## config.mk

```make
export PLATFORM = sky130hd
export DESIGN_NAME = regfile_wb_arbiter
export DESIGN_NICKNAME = d
export VERILOG_FILES = /design/src/rtl/rf_pkg.sv /design/src/rtl/rr_arbiter2.sv /design/src/rtl/regfile_wb_arbiter.sv
export SDC_FILE = /design/constraint.sdc
export NUM_CORES = 1
export LEC_CHECK = 0
export ABC_AREA = 1
export ABC_CLOCK_PERIOD_IN_PS = 3200
export CAP_MARGIN = 25
export CELL_PAD_IN_SITES_DETAIL_PLACEMENT = 1
export CELL_PAD_IN_SITES_GLOBAL_PLACEMENT = 1
export CORE_MARGIN = 2
export CORE_UTILIZATION = 33
export DETAILED_ROUTE_END_ITERATION = 8
export PLACE_DENSITY = 0.83
export SLEW_MARGIN = 40
export SYNTH_ARGS = -nofsm -noshare
export SYNTH_HDL_FRONTEND = slang
export SYNTH_SLANG_ARGS = --single-unit
```

## constraint.sdc

```tcl
create_clock -name clk -period 3.2 [get_ports clk]
set_clock_uncertainty 0.15 [all_clocks]
set_input_delay 0.48 -clock clk [delete_from_list [all_inputs] [get_ports clk]]
set_output_delay 0.48 -clock clk [all_outputs]
set_load 0.02 [all_outputs]
```

## src/rtl/rf_pkg.sv

```systemverilog
// rtl/rf_pkg.sv - shared register-file widths, types and writeback requester indices
package rf_pkg;
  localparam int RF_AW = 5;
  localparam int RF_DW = 32;

  typedef logic [RF_AW-1:0] rf_addr_t;
  typedef logic [RF_DW-1:0] rf_data_t;

  localparam int REQ_ALU = 0;
  localparam int REQ_LSU = 1;
endpackage

```

## src/rtl/rr_arbiter2.sv

```systemverilog
// rtl/rr_arbiter2.sv - two-way round-robin arbiter with one-hot grant
module rr_arbiter2 (
  input  logic       clk,
  input  logic       reset,
  input  logic [1:0] req,
  output logic [1:0] gnt
);
  logic r_prio;
  logic [1:0] w_gnt;

  // A lone requester always wins; on contention the prio side wins.
  always_comb begin
    w_gnt = 2'b00;
    if (!reset) begin
      w_gnt[0] = req[0] & (~req[1] | ~r_prio);
      w_gnt[1] = req[1] & (~req[0] |  r_prio);
    end
  end

  always_ff @(posedge clk) begin
    if (reset) begin
      r_prio <= 1'b0;
    end else if (|w_gnt) begin
      r_prio <= w_gnt[0];
    end
  end

  assign gnt = w_gnt;
endmodule

```

## src/rtl/regfile_wb_arbiter.sv

```systemverilog
// rtl/regfile_wb_arbiter.sv - shares the register-file write port between ALU and load unit
// and tracks pending writes for read-after-write hazard queries.
module regfile_wb_arbiter
  import rf_pkg::*;
#(
  parameter int N = RF_AW,
  parameter int W = RF_DW
) (
  input  logic         clk,
  input  logic         reset,
  input  logic [1:0]   req_valid,
  output logic [1:0]   req_ready,
  input  logic [N-1:0] req_addr0,
  input  logic [N-1:0] req_addr1,
  input  logic [W-1:0] req_data0,
  input  logic [W-1:0] req_data1,
  input  logic         rsv_valid,
  input  logic [N-1:0] rsv_addr,
  input  logic [N-1:0] q_addr1,
  input  logic [N-1:0] q_addr2,
  output logic         busy1,
  output logic         busy2,
  output logic         we3,
  output logic [N-1:0] wa3,
  output logic [W-1:0] wd3
);
  localparam int NREG = 2**N;

  logic [1:0]      w_gnt;
  logic [N-1:0]    w_sel_addr;
  logic [W-1:0]    w_sel_data;
  logic            r_we3;
  logic [N-1:0]    r_wa3;
  logic [W-1:0]    r_wd3;
  logic [NREG-1:0] r_sb;
  logic [NREG-1:0] w_sb_nxt;

  rr_arbiter2 u_arb (
    .clk   (clk),
    .reset (reset),
    .req   (req_valid),
    .gnt   (w_gnt)
  );

  assign req_ready  = w_gnt;
  assign w_sel_addr = w_gnt[REQ_LSU] ? req_addr1 : req_addr0;
  assign w_sel_data = w_gnt[REQ_LSU] ? req_data1 : req_data0;

  always_ff @(posedge clk) begin
    if (reset) begin
      r_we3 <= 1'b0;
      r_wa3 <= '0;
      r_wd3 <= '0;
    end else if (w_gnt[REQ_ALU] || w_gnt[REQ_LSU]) begin
      r_we3 <= 1'b1;
      r_wa3 <= w_sel_addr;
      r_wd3 <= w_sel_data;
    end else begin
      r_we3 <= 1'b0;
    end
  end

  // Clear applied before set so a fresh reservation survives a same-edge commit.
  always_comb begin
    w_sb_nxt = r_sb;
    if (r_we3) begin
      w_sb_nxt[r_wa3] = 1'b0;
    end
    if (rsv_valid && (rsv_addr != '0)) begin
      w_sb_nxt[rsv_addr] = 1'b1;
    end
  end

  always_ff @(posedge clk) begin
    if (reset) begin
      r_sb <= '0;
    end else begin
      r_sb <= w_sb_nxt;
    end
  end

  assign busy1 = r_sb[q_addr1];
  assign busy2 = r_sb[q_addr2];
  assign we3   = r_we3;
  assign wa3   = r_wa3;
  assign wd3   = r_wd3;
endmodule

```

==> results of run 1 <==
[power by group]
| part | internal [mW] | switching [mW] |
|---|---|---|
| Clock | 0.621 | 0.372 |
| Sequential | 0.937 | 0.0356 |
| Combinational | 0.271 | 0.292 |
[cells in the mapped netlist (3+ instances only)]
library cell / instances
buf_6: 4
nand2_2: 11
nand2_1: 192
a21oi_1: 36
clkbuf_1: 3
dfxtp_1: 71
inv_2: 4
nand3_1: 97
nor3_2: 3
nor3_1: 9
o211a_1: 32
o21ai_0: 32
buf_4: 7
buf_2: 16
inv_1: 21
[stage by stage]
stage	hold slack, ps	instance area, µm²
6_report	328	5490
3_5_place_dp	323	5200
4_1_cts	330	5490
5_1_grt	367	5490
3_3_place_gp	309	5200
2_1_floorplan	291	3760
[path summary, 6_finish.rpt]
check,start,end,cells past startpoint,slack (ps)
worst min-delay path,r_sb[0],r_sb[0],2,330
worst min register to register,r_sb[0],r_sb[0],2,330
worst max-delay path,q_addr2[0],busy2,11,150
worst max register to register,u_arb.r_prio,wd3[25],7,1290
[cells in the final DEF, fill, tap and decap left out, types with 8 or more instances in the layout]
cell,count
nand2_1,192
clkdlybuf4s50_1,135
nand3_1,97
dfxtp_1,71
a21oi_1,36
o211a_1,32
o21ai_0,32
inv_1,21
nand2_2,11
nor3_1,9
clkbuf_16,9
buf_4,8
[area by class of cell]
cell class                      instances  area (µm²)
Fill cell                            1389        5490
Multi-Input combinational cell        416        2050
Timing Repair Buffer                  145        1450
Sequential cell                        71        1420
Clock buffer                           12         246
Tap cell                              140         175
Inverter                               26         103
Clock inverter                          4        45.0
[state kept, by name, indices dropped and copies added, names as in the netlist]
signal        count
r_sb             32
u_arb.r_prio      1
wa3               5
wd3              32
we3               1
[worst reg2reg max path: cells and delay by family, from the launching register on]
family	cells	cell delay [ps]
buf+inv	2	330
simple gates	4	860
flops	1	330
compound gates	1	140
[cell families (layout without fill, tap and decap cells)]
| group | count (synthesis) | in the layout | share of synthesized area (%) |
|---|---|---|---|
| compound gates | 101 | 101 | 17.8 |
| simple gates | 315 | 315 | 36.7 |
| flops | 71 | 71 | 37.8 |
| buf+inv | 57 | 187 | 7.78 |
[layer usage]
metal | track usage [%] | vias up | share of wire [%]
met5 | 0 | - | 0
met1 | 25.9 | 2008 | 42
met4 | 9.33 | 0 | 2.2
met2 | 39.8 | 128 | 48
li1 | - | 2083 | -
met3 | 8.37 | 25 | 8.5
[what timing repair did]
item,in CTS,in global routing
setup endpoints to repair,0,1
hold buffers,0,0
resized for setup,0,1
==> flow_metrics.env, run 1 <==
export IMPL_num_rows=38
export IMPL_dieArea_um2=12300
export IMPL_vias_per_cell=5.21
export IMPL_avgSynthCellArea_um2=6.92
export IMPL_hold_viol=0
export IMPL_crit_top_cell="nand2_1"
export IMPL_rsz0062_at_grt="no"
export IMPL_mappedNetlistArea_um2=3760
export IMPL_critPathArrivalTime_ps=2420
export IMPL_grt_pass1_wl_um=23100
export IMPL_worst_path_buf_inv=3
export IMPL_ys_types=21
export IMPL_power_density_nw_per_um2=461
export IMPL_num_vias=4244
export IMPL_required_ps=2570
export IMPL_final_layout_size_suffix_gt1_share_pct=6.68
export IMPL_finalWeightedCongestion=0.914
export IMPL_drv_slew=0
export IMPL_ys_seq_area_share_pct=37.8
export IMPL_holdCritPathClass="register to register"
export IMPL_areaGrowthSynthToFinish_pct=45.9
export IMPL_tightest_slew_ps=646
export IMPL_crit_family="buffers and inverters"
export IMPL_coreArea_um2=11000
export IMPL_ys_flop_type="dfxtp_1"
export IMPL_crit_path_max_fanout=16
export IMPL_cts_buffer_depth=2
export IMPL_fin_crit_sh_pct=95.3
export IMPL_fin_nets=763
export IMPL_antenna_left=0
export IMPL_placedCellCount=798
export IMPL_gr_total_overflow=0
export IMPL_cts_root_buf="clkbuf_16"
export IMPL_timing_final_ws_setup_ps=150
export IMPL_p_leak_nw=2.35
export IMPL_ys_seq_elements=71
export IMPL_n_antenna_cell=0
export IMPL_fmax_ghz=0.328
export IMPL_clock_sinks=71
export IMPL_run_status="completed"
export IMPL_synth_nets=638
export IMPL_clock_latency_ps=340
export IMPL_synth_edf_count=0
export IMPL_grt_antenna_before_repair=0
export IMPL_place_hpwl_um=11000
export IMPL_total_power_mw=2.53
export IMPL_grt_pass1_vias=4661
export IMPL_setup_tns_ps=0
export IMPL_final_core_util_pct=50.0
export IMPL_drt_iter0_drc=150
export IMPL_die_w_um=111
export IMPL_portBuffers=135
export IMPL_crit_chain="clkdlybuf4s50_1 > buf_12 > nand2_1 > nand3_1 > nand3_1 > nand2_1 > nand2_1 > nand2_1 > nand2_1 > nand2_1 > clkdlybuf4s50_1"
export IMPL_peakVddDrop_v=0.000351
export IMPL_synth_top_cell_area_share_pct=37.8
export IMPL_dp_slack_ps=155
export IMPL_postCtsSetupBuffers=0
export IMPL_drc=0
export IMPL_yosys_top_cells_area="dfxtp_1 (38%), nand2_1 (19%), nand3_1 (13%)"
export IMPL_firstDrtPassIters=4
export IMPL_drt_total_wl_um=14100
export IMPL_end_kind="output port"
export IMPL_cts_buffers=9
export IMPL_cp_start_kind="input pin"
export IMPL_setup_viol=0
export IMPL_netlist_instances=544
export IMPL_yosysTopAreaCell="dfxtp_1"
export IMPL_synth_warnings=0
export IMPL_crit_type="input pin to output port"
export IMPL_max_stage_delay_ps=600
export IMPL_die_h_um=111
export IMPL_h_tree_depth=3
export IMPL_min_period_ps=3050
export IMPL_initial_core_util_pct=34.3
export IMPL_max_cap_violations=0
export IMPL_grt_use_total_pct=23.1
export IMPL_cts_reportedPaths_clkPinSlew_ps=50
export IMPL_io_pins=136
export IMPL_slowest_stage="clkdlybuf4s50_1"
export IMPL_wl_per_cell_um=17.3
export IMPL_max_slew_margin_pct=56.7
export IMPL_final_cells=814
export IMPL_synth_async_reset_ratio_pct=0
export IMPL_grt_max_degree=57
export IMPL_cts_tree="yes"
Note: power is estimated with default switching activity, not from simulation.
==> run 2, diff against run 1 <==
--- a/config.mk
+++ b/config.mk
@@ -14,7 +14,7 @@
 export CORE_UTILIZATION = 33
 export DETAILED_ROUTE_END_ITERATION = 8
 export PLACE_DENSITY = 0.83
-export SLEW_MARGIN = 40
+export SLEW_MARGIN = 20
 export SYNTH_ARGS = -nofsm -noshare
 export SYNTH_HDL_FRONTEND = slang
 export SYNTH_SLANG_ARGS = --single-unit
==> results of run 2 <==
No change in the layout: final DEF, timing and power equal those of run 1.
